`src/rtl/intc_pkg.sv`:
```
// Shared definitions for the interrupt controller: FSM states, register
// offsets and STATUS field positions.
package intc_pkg;

  typedef enum logic [1:0] {
    ST_IDLE = 2'd0,
    ST_REQ  = 2'd1,
    ST_SVC  = 2'd2
  } state_t;

  localparam logic [1:0] REG_MASK = 2'd0;
  localparam logic [1:0] REG_PEND = 2'd1;
  localparam logic [1:0] REG_STAT = 2'd2;
  localparam logic [1:0] REG_EOI  = 2'd3;

  localparam int unsigned STAT_IRQ_ID_LSB = 0;

  function automatic int unsigned stat_isr_lsb(int unsigned id_w);
    return id_w;
  endfunction

  function automatic int unsigned stat_state_lsb(int unsigned id_w);
    return 2 * id_w;
  endfunction

  function automatic int unsigned stat_req_bit(int unsigned id_w);
    return 2 * id_w + 2;
  endfunction

endpackage

```
`src/rtl/intc_prio_enc.sv`:
```
// Lowest-index-first priority encoder: reports whether any request is set
// and the index of the lowest set bit (0 when none).
module intc_prio_enc
  import intc_pkg::*;
#(
  parameter int unsigned N = 6,
  parameter int unsigned W = 3
) (
  input  logic [N-1:0] req,
  output logic         valid,
  output logic [W-1:0] idx
);

  always_comb begin
    valid = 1'b0;
    idx   = '0;
    for (int unsigned i = 0; i < N; i++) begin
      if (req[i] && !valid) begin
        valid = 1'b1;
        idx   = W'(i);
      end
    end
  end

endmodule

```
`src/rtl/int_ctrl.sv`:
```
// Interrupt controller: pending/mask registers, priority select and a
// req/ack/EOI handshake. Define INTC_EDGE_EN for rising-edge source capture.
module int_ctrl
  import intc_pkg::*;
#(
  parameter int unsigned N_SRC = 6,
  parameter int unsigned ID_W  = 3
) (
  input  logic             clk,
  input  logic             reset,
  input  logic [N_SRC-1:0] hw_int,
  input  logic             reg_we,
  input  logic [1:0]       reg_addr,
  input  logic [31:0]      reg_wdata,
  output logic [31:0]      reg_rdata,
  output logic             irq_req,
  output logic [ID_W-1:0]  irq_id,
  input  logic             irq_ack,
  output logic             in_service
);

  localparam int unsigned ISR_LSB = stat_isr_lsb(ID_W);
  localparam int unsigned ST_LSB  = stat_state_lsb(ID_W);
  localparam int unsigned REQ_BIT = stat_req_bit(ID_W);

  state_t            state, state_n;
  logic [N_SRC-1:0]  mask, pending, active, src_event, w1c, ack_clr;
  logic [ID_W-1:0]   isr_id, top_id;
  logic              top_vld, ack_take, eoi_wr;
  logic [31:0]       status;
  logic              unused_wdata;

  assign unused_wdata = ^reg_wdata[31:N_SRC];

`ifdef INTC_EDGE_EN
  logic [N_SRC-1:0] hw_int_q;

  always_ff @(posedge clk) begin
    if (reset) hw_int_q <= '0;
    else       hw_int_q <= hw_int;
  end

  assign src_event = hw_int & ~hw_int_q;
`else
  assign src_event = hw_int;
`endif

  assign active = pending & mask;

  intc_prio_enc #(.N(N_SRC), .W(ID_W)) u_prio (
    .req   (active),
    .valid (top_vld),
    .idx   (top_id)
  );

  assign irq_id  = top_id;
  assign w1c     = (reg_we && reg_addr == REG_PEND) ? reg_wdata[N_SRC-1:0] : '0;
  assign eoi_wr  = reg_we && (reg_addr == REG_EOI);
  assign ack_clr = ack_take ? (N_SRC'(1) << top_id) : '0;

  always_ff @(posedge clk) begin
    if (reset) state <= ST_IDLE;
    else       state <= state_n;
  end

  // irq_req is qualified by a live request so a W1C/mask-out drops it at once,
  // before the FSM has stepped back to IDLE.
  always_comb begin
    state_n    = state;
    irq_req    = 1'b0;
    in_service = 1'b0;
    ack_take   = 1'b0;
    case (state)
      ST_IDLE: if (top_vld) state_n = ST_REQ;
      ST_REQ: begin
        irq_req = top_vld;
        if (!top_vld) begin
          state_n = ST_IDLE;
        end else if (irq_ack) begin
          ack_take = 1'b1;
          state_n  = ST_SVC;
        end
      end
      ST_SVC: begin
        in_service = 1'b1;
        if (eoi_wr) state_n = ST_IDLE;
      end
      default: state_n = ST_IDLE;
    endcase
  end

  // New events are OR-ed in after the clears so a same-cycle set always wins.
  always_ff @(posedge clk) begin
    if (reset) begin
      mask    <= '0;
      pending <= '0;
      isr_id  <= '0;
    end else begin
      if (reg_we && reg_addr == REG_MASK) mask <= reg_wdata[N_SRC-1:0];
      pending <= (pending & ~(w1c | ack_clr)) | src_event;
      if (ack_take) isr_id <= top_id;
    end
  end

  always_comb begin
    status                             = '0;
    status[STAT_IRQ_ID_LSB +: ID_W]    = top_id;
    status[ISR_LSB +: ID_W]            = isr_id;
    status[ST_LSB +: 2]                = state;
    status[REQ_BIT]                    = irq_req;
  end

  always_comb begin
    reg_rdata = '0;
    case (reg_addr)
      REG_MASK: reg_rdata[N_SRC-1:0] = mask;
      REG_PEND: reg_rdata[N_SRC-1:0] = pending;
      REG_STAT: reg_rdata            = status;
      default:  reg_rdata            = '0;
    endcase
  end

endmodule

```
`config.mk`:
```
export PLATFORM = sky130hd
export DESIGN_NAME = int_ctrl
export DESIGN_NICKNAME = d
export VERILOG_FILES = /design/src/rtl/intc_pkg.sv /design/src/rtl/intc_prio_enc.sv /design/src/rtl/int_ctrl.sv
export SDC_FILE = /design/constraint.sdc
export NUM_CORES = 1
export LEC_CHECK = 0
export ABC_AREA = 1
export BUFFER_PORTS_ARGS = -buffer_cell sky130_fd_sc_hd__buf_2
export CORE_ASPECT_RATIO = 0.75
export CORE_UTILIZATION = 37
export DETAILED_ROUTE_END_ITERATION = 6
export GPL_ROUTABILITY_DRIVEN = 0
export PLACE_DENSITY = 0.83
export SYNTH_ARGS = -nofsm -noshare
export SYNTH_HDL_FRONTEND = slang
export SYNTH_HIERARCHICAL = 1
export SYNTH_SLANG_ARGS = --single-unit
```
`constraint.sdc`:
```
create_clock -name clk -period 1.3 [get_ports clk]
set_clock_uncertainty 0.15 [all_clocks]
set_input_delay 0.13 -clock clk [delete_from_list [all_inputs] [get_ports clk]]
set_output_delay 0.13 -clock clk [all_outputs]
set_load 0.02 [all_outputs]
```
==> flow_summary.rst, run 1 <==
.. list-table::
   :header-rows: 1

   * - Metric
     - Value
   * - Final worst setup slack
     - -0.559 ns
   * - Required time reported for the critical path endpoint
     - slightly above 1 ns
   * - Unrepaired setup endpoints after global routing
     - true
   * - Yosys cell types
     - 23
   * - Overall routing resource usage
     - 0.224
   * - Leakage component of the power
     - between 1 and 1.5 nW
   * - Type of the worst min-delay path
     - input port to flop
   * - Antenna violations before repair
     - 0
   * - Average wire per standard cell
     - ~13 µm
   * - Startpoint kind of the worst setup timing path
     - flop
   * - Total power per unit cell area
     - just over 700 nW/µm²
   * - Vertical die dimension
     - about 51 µm
   * - Most frequent cells in the layout
     - sky130_fd_sc_hd__buf_4 (35), sky130_fd_sc_hd__nand2_1 (28), sky130_fd_sc_hd__conb_1 (23)
   * - Number of cells after detailed placement
     - 275
   * - P&R area growth vs syn
     - 71.1%
   * - Area of the die
     - 3450 µm²
   * - Via density
     - 4.74
   * - Total number of yosys warnings
     - 6
   * - Pin count of the biggest net entering global routing
     - 13
   * - Outcome
     - finished with violations
   * - CP Cell Sequence
     - nand2_2 > inv_2 > inv_1 > nor2_1 > o21bai_1 > nand2_2 > buf_4 > buf_6 > buf_6 > buf_6
   * - Root buffer cell
     - sky130_fd_sc_hd__clkbuf_8
   * - Final period utilization
     - 1.43
   * - Length of the first detailed-routing pass in iterations
     - 4
   * - Port Buffers
     - 31
   * - Max Cap Viol
     - 0
   * - CTS buffer count
     - 3
   * - Clock insertion delay at the later pin of the skew report
     - approximately 0.25 ns
   * - CP peak stage delay
     - around 0.32 ns
   * - Maximum fanout count along the critical path
     - 3
   * - Non-filler instance count after layout
     - about 310
   * - Final setup violation count
     - 19
   * - Clock transition at path regs
     - 0.07 ns
   * - Vias in the first global route
     - 1289
   * - Total standard cell area after synthesis
     - 1190 µm²
   * - Placed wire-length estimate after detailed placement
     - about 2.4 mm
   * - Final WL
     - between 4 and 5 mm
   * - Commonest non-fill, non-tap cell in the layout
     - sky130_fd_sc_hd__buf_4
   * - Antenna cells
     - 0
   * - Leftover overflow at the end of global routing
     - 0
   * - Final layout net count
     - 312
   * - Share of post-route cells with drive strength above 1
     - 0.536
   * - Synthesized flop and latch total
     - 17
   * - FF-to-FF Start
     - mask[3]
   * - Critical hold path startpoint
     - reg_wdata[5]
   * - CTS tree
     - built
   * - Achievable Freq
     - 538 MHz
   * - DRC violation count after routing
     - 0
   * - Post-Synthesis Mean Instance Area
     - around 6.5 µm²
   * - Share of synthesized area occupied by flip-flops and latches
     - 0.286
   * - Final critical-path required period
     - approximately 1.9 ns
   * - Post-route antenna net violation count
     - 0
   * - CTS H-Tree Depth
     - 1
   * - Share of the core filled with cells in the final layout
     - 0.680
   * - Final Hold Vio Count
     - 0
   * - Cell at the slowest stage of the critical path
     - sky130_fd_sc_hd__dfxtp_2
   * - Global-route wire length before repair
     - 5.69 mm
   * - Worst hold margin
     - 0.0184 ns
   * - First DRT Iteration DRCs
     - between 60 and 70
   * - Initial core utilization
     - 0.397
   * - Area of the core region
     - roughly 3000 µm²
   * - Violations in the final reports
     - negative setup slack
   * - CP dominant cell by count
     - sky130_fd_sc_hd__buf_6
   * - Pins over their slew limit
     - 0
   * - Critical path launch point
     - mask[3]
   * - Number of standard cells after synthesis
     - 184
   * - Worst setup path category
     - flop to output port
   * - Vias after detailed routing
     - 1447
   * - Kind of capture point of the worst setup path
     - output port
   * - IO Pins
     - 81
   * - Sink Count
     - 17
   * - Die Span X
     - slightly below 70 µm
   * - Maximum root-to-sink buffer count
     - 2
   * - FP Rows
     - 17
   * - Crit path DAT
     - between 1.5 and 2 ns
   * - IR Drop Worst-Case VDD
     - 530 µV
==> metal layers <==
metal  GRT usage  up-vias  wire, µm
li1            -      695         -
met1       0.285      657      1650
met2       0.371       83      1920
met3      0.0558       12       323
met4      0.0603        0       126
met5           0        -         0
==> critical path, delay by kind of cell, from the launching register on <==
kind | cells | cell delay (ns)
flops | 1 | 0.32
simple gates | 3 | 0.22
buf+inv | 6 | 0.62
compound gates | 1 | 0.16
==> logic make-up (layout without fill, tap and decap cells) <==
logic type,count (synthesis),count (layout),share of synthesized area
and+or+nand+nor,88,89,0.340
other,1,23,0.00315
buffers and inverters,53,113,0.252
AOI/OAI and AO/OA,25,25,0.119
DFF,17,17,0.286
==> synth_stat cells <==
library cell,instances,share of area
sky130_fd_sc_hd__nor2_1,23,0.072
sky130_fd_sc_hd__o21bai_1,1,0.0063
sky130_fd_sc_hd__inv_2,1,0.0031
sky130_fd_sc_hd__nor2_2,5,0.026
sky130_fd_sc_hd__nand3_1,12,0.050
sky130_fd_sc_hd__o21ai_0,7,0.029
sky130_fd_sc_hd__o21ai_1,1,0.0042
sky130_fd_sc_hd__a21oi_1,11,0.046
sky130_fd_sc_hd__nand2_1,38,0.12
sky130_fd_sc_hd__buf_6,1,0.0095
sky130_fd_sc_hd__dfxtp_1,17,0.29
sky130_fd_sc_hd__o211ai_1,4,0.025
sky130_fd_sc_hd__nand3_2,4,0.034
sky130_fd_sc_hd__nor2_4,1,0.0095
sky130_fd_sc_hd__clkinv_4,1,0.0074
sky130_fd_sc_hd__conb_1,1,0.0031
sky130_fd_sc_hd__nand2_4,1,0.0095
sky130_fd_sc_hd__buf_2,2,0.0084
sky130_fd_sc_hd__nand4_1,2,0.011
sky130_fd_sc_hd__a21oi_2,1,0.0074
sky130_fd_sc_hd__nor3_1,2,0.0084
sky130_fd_sc_hd__buf_4,23,0.14
sky130_fd_sc_hd__inv_1,25,0.079
==> layout make-up <==
| class | instances | area (µm²) |
|---|---|---|
| well taps | 38 | 47.5 |
| multi-input cells | 137 | 796 |
| fillers | 236 | 961 |
| clock buffers | 4 | 45.0 |
| repair buffers | 82 | 686 |
| flip-flops and latches | 17 | 358 |
| inverters | 27 | 106 |
==> timing repair <==
item                                    in CTS  in global routing
resized for setup                           48                 29
endpoints found under the setup margin      20                 24
hold buffers                                 9                  0
pin swaps                                   26                 26
cloned                                       1                  0
hold endpoints to repair                     9                  0
setup buffers                               13                  8
==> stage by stage <==
stage	setup TNS, ns	cell area, µm²	power [mW]	setup WS, ns
6_report	-6.77	2040	1.46	-0.559
5_1_grt	-7.91	2040	1.54	-0.594
4_1_cts	-6.40	1910	1.41	-0.485
3_5_place_dp	-2.93	1560	0.935	-0.256
3_3_place_gp	-2.33	1560	0.930	-0.229
2_1_floorplan	-1.97	1330	0.845	-0.335
==> where the power goes <==
group / internal (mW) / total [mW] / switching [mW]
Clock: 0.218 / 0.405 / 0.187
Combinational: 0.212 / 0.488 / 0.277
Sequential: 0.553 / 0.571 / 0.0189
Total: 0.982 / 1.46 / 0.482
==> sequential cells by signal, summed over array words and instances (netlist names) <==
name,cells
mask,6
pending,6
isr_id,3
state,2
==> path summary, 6_finish.rpt <==
path                      to  slack, ns  cells after the start
setup reg to reg  pending[5]      -0.44                     13
hold / removal       mask[5]       0.02                      3
setup / recovery   irq_id[0]      -0.56                     10
hold reg to reg    isr_id[0]       0.33                      2
(Power assumes the default switching activity.)
==> run 2, diff against run 1 <==
--- a/config.mk
+++ b/config.mk
@@ -11,7 +11,7 @@
 export CORE_UTILIZATION = 37
 export DETAILED_ROUTE_END_ITERATION = 6
 export GPL_ROUTABILITY_DRIVEN = 0
-export PLACE_DENSITY = 0.83
+export PLACE_DENSITY = 0.79
 export SYNTH_ARGS = -nofsm -noshare
 export SYNTH_HDL_FRONTEND = slang
 export SYNTH_HIERARCHICAL = 1
==> run 2 against run 1 <==
Compared with the run above:
- via count shrank 5.2%
- the run still ends with negative setup slack left
- critical path depth shrank 2
- combinational power hardly changed
- highest routed layer unchanged
- fmax increased by 5.4%
- sequential power about the same
- largest power group unchanged
- count of clock-buffer cells in the layout stayed put
==> flow_summary.rst, run 2 (synthesized netlist as in run 1, its figures left out) <==
.. list-table::
   :header-rows: 1

   * - Metric
     - Value
   * - Share of post-route cells with drive strength above 1
     - 0.554 (was 0.536)
   * - Clock insertion delay at the later pin of the skew report
     - 0.26 ns (was 0.25 ns)
   * - Required time reported for the critical path endpoint
     - 1.02 ns (about the same)
   * - Clock network fraction of design power
     - 0.281 (was 0.276)
   * - Leakage component of the power
     - 1.00 nW (about the same)
   * - Reg-to-Reg End
     - pending[4] (was pending[5])
   * - FP Rows
     - 17 (unchanged)
   * - Maximum root-to-sink buffer count
     - 2 (unchanged)
   * - Violations in the final reports
     - negative setup slack (unchanged)
   * - Internal
     - 0.984 mW (was 0.982 mW)
   * - Share of the core filled with cells in the final layout
     - 0.675 (was 0.680)
   * - Type of the worst min-delay path
     - input port to flop (unchanged)
   * - Commonest non-fill, non-tap cell in the layout
     - sky130_fd_sc_hd__buf_4 (unchanged)
   * - Antenna cells
     - 0 (unchanged)
   * - IO Pins
     - 81 (unchanged)
   * - Final worst setup slack
     - -0.464 ns (was -0.559 ns)
   * - Worst hold margin
     - 0.00769 ns (was 0.0184 ns)
   * - Port Buffers
     - 31 (unchanged)
   * - Non-filler instance count after layout
     - 305 (unchanged)
   * - Pins over their slew limit
     - 0 (unchanged)
   * - Worst R2R Path Depth
     - 13 (unchanged)
   * - Final WL
     - 3.70 mm (was 4.02 mm)
   * - Maximum fanout count along the critical path
     - 4 (was 3)
   * - Achievable Freq
     - 567 MHz (was 538 MHz)
   * - Crit path DAT
     - 1.48 ns (was 1.58 ns)
   * - Kind of capture point of the worst setup path
     - output port (unchanged)
   * - Final total negative setup slack
     - -6.08 ns (was -6.77 ns)
   * - Area of all sequential standard cells
     - 360 µm² (was 358 µm²)
   * - Global-route wire length before repair
     - 5.53 mm (was 5.69 mm)
   * - Flop pwr share
     - 0.389 (was 0.390)
   * - Final period utilization
     - 1.36 (was 1.43)
   * - Critical hold path startpoint
     - reg_wdata[2] (was reg_wdata[5])
   * - FF-to-FF Start
     - pending[2] (was mask[3])
   * - IR Drop Worst-Case VDD
     - 642 µV (was 530 µV)
   * - CTS H-Tree Depth
     - 1 (unchanged)
   * - Max Cap Viol
     - 0 (unchanged)
   * - Pin count of the biggest net entering global routing
     - 13 (unchanged)
   * - Final layout net count
     - 312 (unchanged)
   * - Worst setup slack for register-to-register paths
     - -0.39 ns (was -0.44 ns)
   * - Length of the first detailed-routing pass in iterations
     - 4 (unchanged)
   * - Switching power summed over all nets
     - 0.486 mW (was 0.482 mW)
   * - CTS tree
     - built (unchanged)
   * - Unrepaired setup endpoints after global routing
     - true (unchanged)
   * - Worst setup path category
     - flop to output port (unchanged)
   * - Area of the core region
     - 3000 µm² (unchanged)
   * - Final critical-path required period
     - 1.76 ns (was 1.86 ns)
   * - Leftover overflow at the end of global routing
     - 0 (unchanged)
   * - Outcome
     - finished with violations (unchanged)
   * - Placed wire-length estimate after detailed placement
     - 2.35 mm (was 2.37 mm)
   * - Vertical die dimension
     - 51.1 µm (unchanged)
   * - Antenna violations before repair
     - 0 (unchanged)
   * - Multi-input combinational cell area
     - 796 µm² (unchanged)
   * - Vias in the first global route
     - 1174 (was 1289)
   * - First DRT Iteration DRCs
     - 62 (was 61)
   * - Vias after detailed routing
     - 1372 (was 1447)
   * - Fraction of power spent switching nets
     - 0.330 (about the same)
   * - Worst Hold Path Cells
     - 3 (unchanged)
   * - Sink Count
     - 17 (unchanged)
   * - Total power per unit cell area
     - 727 nW/µm² (was 718 nW/µm²)
   * - Clock transition at path regs
     - 0.07 ns (about the same)
   * - Most frequent cells in the layout
     - sky130_fd_sc_hd__buf_4 (38), sky130_fd_sc_hd__nand2_1 (23), sky130_fd_sc_hd__conb_1 (23) (was sky130_fd_sc_hd__buf_4 (35), sky130_fd_sc_hd__nand2_1 (28), sky130_fd_sc_hd__conb_1 (23))
   * - Via density
     - 4.50 (was 4.74)
   * - Area of the die
     - 3450 µm² (unchanged)
   * - Final Hold Vio Count
     - 0 (unchanged)
   * - Initial core utilization
     - 0.397 (unchanged)
   * - CTS buffer count
     - 3 (unchanged)
   * - P&R area growth vs syn
     - 69.9% (was 71.1%)
   * - Post-route antenna net violation count
     - 0 (unchanged)
   * - Fill cells
     - 255 (was 236)
   * - Total power
     - 1.47 mW (was 1.46 mW)
   * - DRC violation count after routing
     - 0 (unchanged)
   * - Number of cells after detailed placement
     - 278 (was 275)
   * - Combinational cell fraction of total power
     - 0.330 (was 0.333)
   * - Die Span X
     - 67.5 µm (unchanged)
   * - Overall routing resource usage
     - 0.218 (was 0.224)
   * - Worst hold path endpoint
     - mask[2] (was mask[5])
   * - Startpoint kind of the worst setup timing path
     - flop (unchanged)
   * - Root buffer cell
     - sky130_fd_sc_hd__clkbuf_8 (unchanged)
   * - Final setup violation count
     - 19 (unchanged)
   * - Largest registers in the final layout
     - mask: 6 flops, pending: 6 flops, isr_id: 3 flops (unchanged)
   * - Average wire per standard cell
     - 12.1 µm (was 13.2 µm)
run 2: cell types whose count changed in the layout (fill, tap and decap cells not counted), sizes merged:
cell / delta
buf: +2
dlygate4sd3: -2
run 2: repair_timing:
action                     4_1_cts  5_1_grt
hold endpoints to repair         7        0
resized for setup               49       30
setup endpoints to repair       20       25
setup buffers                   15        5
hold buffers                     7        0
cloned                           1        0
pin swaps                       18       14
run 2: metal layers:
layer	wire length (µm)	GRT usage	vias to the layer above
li1	-	-	699
met1	1680	0.305	614
met2	1790	0.342	57
met3	228	0.0491	2
met4	12	0.0319	0
met5	0	0	-
run 2: worst max-delay path by stage:
stage	from	to	slack, ns	depth (start not counted)
after floorplan	mask[3]	reg_rdata[2]	-0.33	7
after global placement	mask[3]	reg_rdata[0]	-0.23	8
after detailed placement	pending[2]	reg_rdata[0]	-0.28	8
after CTS	mask[2]	reg_rdata[2]	-0.47	8
after global routing	mask[1]	reg_rdata[2]	-0.53	8
final	pending[2]	reg_rdata[2]	-0.46	8
run 2: critical path, stage by stage, from the launching register on:
cell and delay, ns:
sky130_fd_sc_hd__dfxtp_2 0.33, sky130_fd_sc_hd__nand2_2 0.06, sky130_fd_sc_hd__inv_2 0.05, sky130_fd_sc_hd__nor2_4 0.14, sky130_fd_sc_hd__nand2_2 0.08, sky130_fd_sc_hd__a21oi_4 0.15, sky130_fd_sc_hd__inv_2 0.06, sky130_fd_sc_hd__o211ai_1 0.19
sky130_fd_sc_hd__buf_4 0.18
run 2: per-stage QoR:
stage,instance area (µm²),setup WS [ns]
6_report,2020,-0.464
5_1_grt,2020,-0.531
4_1_cts,1900,-0.468
3_5_place_dp,1570,-0.277
3_3_place_gp,1570,-0.229
2_1_floorplan,1330,-0.335
run 2: power by group through the flow:
stage | sequential (mW) | clock (mW) | combinational [mW]
after floorplan | 0.576 | 0 | 0.269
after global placement | 0.573 | 0 | 0.359
after detailed placement | 0.575 | 0 | 0.361
after CTS | 0.572 | 0.416 | 0.440
after global routing | 0.574 | 0.447 | 0.524
final | 0.571 | 0.413 | 0.485
run 2: layout make-up:
| class | instances | share of cell area |
|---|---|---|
| Multi-Input combinational cell | 137 | 0.393 |
| Tap cell | 38 | 0.0235 |
| Inverter | 27 | 0.0526 |
| Clock buffer | 4 | 0.0223 |
| Sequential cell | 17 | 0.178 |
| Timing Repair Buffer | 82 | 0.330 |
==> run 3, diff against run 2 <==
--- a/config.mk
+++ b/config.mk
@@ -8,10 +8,11 @@
 export ABC_AREA = 1
 export BUFFER_PORTS_ARGS = -buffer_cell sky130_fd_sc_hd__buf_2
 export CORE_ASPECT_RATIO = 0.75
-export CORE_UTILIZATION = 37
+export CORE_UTILIZATION = 39
+export CTS_BUF_LIST = sky130_fd_sc_hd__clkbuf_8
 export DETAILED_ROUTE_END_ITERATION = 6
 export GPL_ROUTABILITY_DRIVEN = 0
-export PLACE_DENSITY = 0.79
+export PLACE_DENSITY = 0.83
 export SYNTH_ARGS = -nofsm -noshare
 export SYNTH_HDL_FRONTEND = slang
 export SYNTH_HIERARCHICAL = 1
==> run 3 against run 2 <==
Compared with the run above:
- the flow still finishes with violations (negative setup slack)
- sequential share of layout area grew 1.2 points
- register-to-register slack lost 0.05 ns
- clock power shrank 6.5%
- sequential power is essentially flat
- sequential cell count is the same
- wire length grew 7.0%
- combinational power shrank 7.8%
- largest cell class unchanged
- via count grew 3.9%
- cell count shrank 3.6%
- design area shrank 7.1%
- highest routed layer unchanged
- die area shrank 4.9%
==> flow_summary.rst, run 3 (synthesized netlist as in run 1, its figures left out) <==
.. list-table::
   :header-rows: 1

   * - Metric
     - Value
   * - Outcome
     - finished with violations (unchanged)
   * - Violations in the final reports
     - negative setup slack (unchanged)
   * - First DRT Iteration DRCs
     - 112 (was 62)
   * - Final WL
     - 3.96 mm (was 3.70 mm)
   * - Total power per unit cell area
     - 747 nW/µm² (was 727 nW/µm²)
   * - Die Span X
     - 65.8 µm (was 67.5 µm)
   * - Antenna violations before repair
     - 0 (unchanged)
   * - Root buffer cell
     - sky130_fd_sc_hd__clkbuf_8 (unchanged)
   * - Vertical die dimension
     - 49.9 µm (was 51.1 µm)
   * - Pin count of the biggest net entering global routing
     - 13 (unchanged)
   * - Fraction of power spent switching nets
     - 0.329 (was 0.330)
   * - Required time reported for the critical path endpoint
     - 1.02 ns (about the same)
   * - IR Drop Worst-Case VDD
     - 558 µV (was 642 µV)
   * - Pins over their slew limit
     - 0 (unchanged)
   * - Final Hold Vio Count
     - 0 (unchanged)
   * - Final period utilization
     - 1.39 (was 1.36)
   * - Clock transition at path regs
     - 0.06 ns (was 0.07 ns)
   * - Port Buffers
     - 31 (unchanged)
   * - Leakage component of the power
     - 0.929 nW (was 1.00 nW)
   * - Maximum root-to-sink buffer count
     - 2 (unchanged)
   * - Commonest non-fill, non-tap cell in the layout
     - sky130_fd_sc_hd__buf_4 (unchanged)
   * - CTS buffer count
     - 3 (unchanged)
   * - Placed wire-length estimate after detailed placement
     - 2.48 mm (was 2.35 mm)
   * - Average wire per standard cell
     - 13.5 µm (was 12.1 µm)
   * - Clock network fraction of design power
     - 0.275 (was 0.281)
   * - Area of the die
     - 3280 µm² (was 3450 µm²)
   * - Clock insertion delay at the later pin of the skew report
     - 0.25 ns (was 0.26 ns)
   * - FP Rows
     - 16 (was 17)
   * - IO Pins
     - 81 (unchanged)
   * - Internal
     - 0.942 mW (was 0.984 mW)
   * - Area of the core region
     - 2740 µm² (was 3000 µm²)
   * - Total cell area at the placement stage
     - 1530 µm² (was 1570 µm²)
   * - Startpoint kind of the worst setup timing path
     - flop (unchanged)
   * - Combinational cell fraction of total power
     - 0.318 (was 0.330)
   * - Post-route antenna net violation count
     - 0 (unchanged)
   * - Cell area after layout
     - 1880 µm² (was 2020 µm²)
   * - CTS H-Tree Depth
     - 1 (unchanged)
   * - Antenna cells
     - 0 (unchanged)
   * - Sink Count
     - 17 (unchanged)
   * - Max Cap Viol
     - 0 (unchanged)
   * - CTS tree
     - built (unchanged)
   * - Maximum fanout count along the critical path
     - 4 (unchanged)
   * - Global-route wire length before repair
     - 5.62 mm (was 5.53 mm)
   * - Vias after detailed routing
     - 1426 (was 1372)
   * - Vias in the first global route
     - 1217 (was 1174)
   * - Achievable Freq
     - 553 MHz (was 567 MHz)
   * - Share of post-route cells with drive strength above 1
     - 0.500 (was 0.554)
   * - Worst hold margin
     - 0.000235 ns (was 0.00769 ns)
   * - Initial core utilization
     - 0.434 (was 0.397)
   * - Via density
     - 4.85 (was 4.50)
   * - Final layout net count
     - 303 (was 312)
   * - Worst setup path category
     - flop to output port (unchanged)
   * - Length of the first detailed-routing pass in iterations
     - 4 (unchanged)
   * - Final worst setup slack
     - -0.507 ns (was -0.464 ns)
   * - Most frequent cells in the layout
     - sky130_fd_sc_hd__buf_4 (36), sky130_fd_sc_hd__nand2_1 (27), sky130_fd_sc_hd__conb_1 (23) (was sky130_fd_sc_hd__buf_4 (38), sky130_fd_sc_hd__nand2_1 (23), sky130_fd_sc_hd__conb_1 (23))
   * - Switching power summed over all nets
     - 0.461 mW (was 0.486 mW)
   * - Leftover overflow at the end of global routing
     - 0 (unchanged)
   * - Largest registers in the final layout
     - mask: 6 flops, pending: 6 flops, isr_id: 3 flops (unchanged)
   * - DRC violation count after routing
     - 0 (unchanged)
   * - Unrepaired setup endpoints after global routing
     - true (unchanged)
   * - Overall routing resource usage
     - 0.227 (was 0.218)
   * - Type of the worst min-delay path
     - input port to flop (unchanged)
   * - Final setup violation count
     - 20 (was 19)
   * - P&R area growth vs syn
     - 57.8% (was 69.9%)
   * - Final critical-path required period
     - 1.81 ns (was 1.76 ns)
   * - Flop pwr share
     - 0.406 (was 0.389)
   * - Kind of capture point of the worst setup path
     - output port (unchanged)
   * - Crit path DAT
     - 1.53 ns (was 1.48 ns)
[run 3: cell types whose count changed in the layout (fill, tap and decap cells not counted), moves of 2 or more]
cell,before,now
sky130_fd_sc_hd__nand2_1,23,27
sky130_fd_sc_hd__dfxtp_2,13,11
sky130_fd_sc_hd__inv_4,0,2
sky130_fd_sc_hd__buf_2,18,20
sky130_fd_sc_hd__dfxtp_1,3,5
sky130_fd_sc_hd__buf_6,18,9
sky130_fd_sc_hd__inv_1,14,17
sky130_fd_sc_hd__buf_4,38,36
sky130_fd_sc_hd__nand2_4,4,1
sky130_fd_sc_hd__inv_2,12,8
[run 3: per-layer routing]
metal	vias to the layer above	GRT usage	routed length [µm]
met4	0	0.0507	64
li1	683	-	-
met3	12	0.0556	348
met2	82	0.364	1960
met5	-	0	0
met1	649	0.303	1590
[run 3: layout make-up]
class / instances / area [µm²]
Sequential cell: 17 / 358
Timing Repair Buffer: 73 / 562
Clock inverter: 1 / 3.75
Inverter: 27 / 111
Multi-Input combinational cell: 137 / 758
Tap cell: 36 / 45.0
Clock buffer: 3 / 41.3
Fill cell: 222 / 863
[run 3: power by group through the flow]
stage          Sequential [mW]  Clock, mW  Combinational [mW]
2_1_floorplan            0.576          0               0.269
3_3_place_gp             0.574          0               0.349
3_5_place_dp             0.576          0               0.354
4_1_cts                  0.567      0.386               0.408
5_1_grt                  0.573      0.421               0.477
6_report                 0.571      0.386               0.447
[run 3: through the flow]
step                 util  power (mW)  TNS (ns)  std cells  setup slack, ns
finish              0.685        1.40     -6.85        294           -0.507
global route        0.685        1.47     -8.41        294           -0.565
CTS                 0.646        1.36     -6.18        292           -0.477
detailed placement  0.559       0.930     -3.37        272           -0.282
global placement    0.559       0.923     -2.64        272           -0.254
floorplan               -       0.845     -1.97        206           -0.335
[run 3: worst max-delay path: stages (launching register included)]
cell	delay (ns)
sky130_fd_sc_hd__dfxtp_2	0.33
sky130_fd_sc_hd__nand2_2	0.07
sky130_fd_sc_hd__inv_2	0.05
sky130_fd_sc_hd__nor2_4	0.16
sky130_fd_sc_hd__nand4_1	0.12
sky130_fd_sc_hd__nand2_2	0.13
sky130_fd_sc_hd__inv_2	0.05
sky130_fd_sc_hd__o211ai_1	0.19
sky130_fd_sc_hd__buf_4	0.18
[run 3: repair_timing]
| item | CTS | global route |
|---|---|---|
| gates cloned | 1 | 0 |
| gates resized for setup | 25 | 30 |
| setup buffers | 9 | 2 |
| endpoints found under the setup margin | 21 | 25 |
| hold buffers | 7 | 0 |
| hold endpoints to repair | 7 | 0 |
| pin swaps | 15 | 12 |
[run 3: path summary, 6_finish.rpt]
path | depth (start not counted) | from | slack, ns | endpoint
worst min-delay path | 3 | reg_wdata[4] | 0.0002 | mask[4]
worst max register to register | 12 | mask[3] | -0.44 | pending[1]
worst min register to register | 2 | isr_id[2] | 0.33 | isr_id[2]
worst max-delay path | 8 | mask[3] | -0.51 | reg_rdata[0]
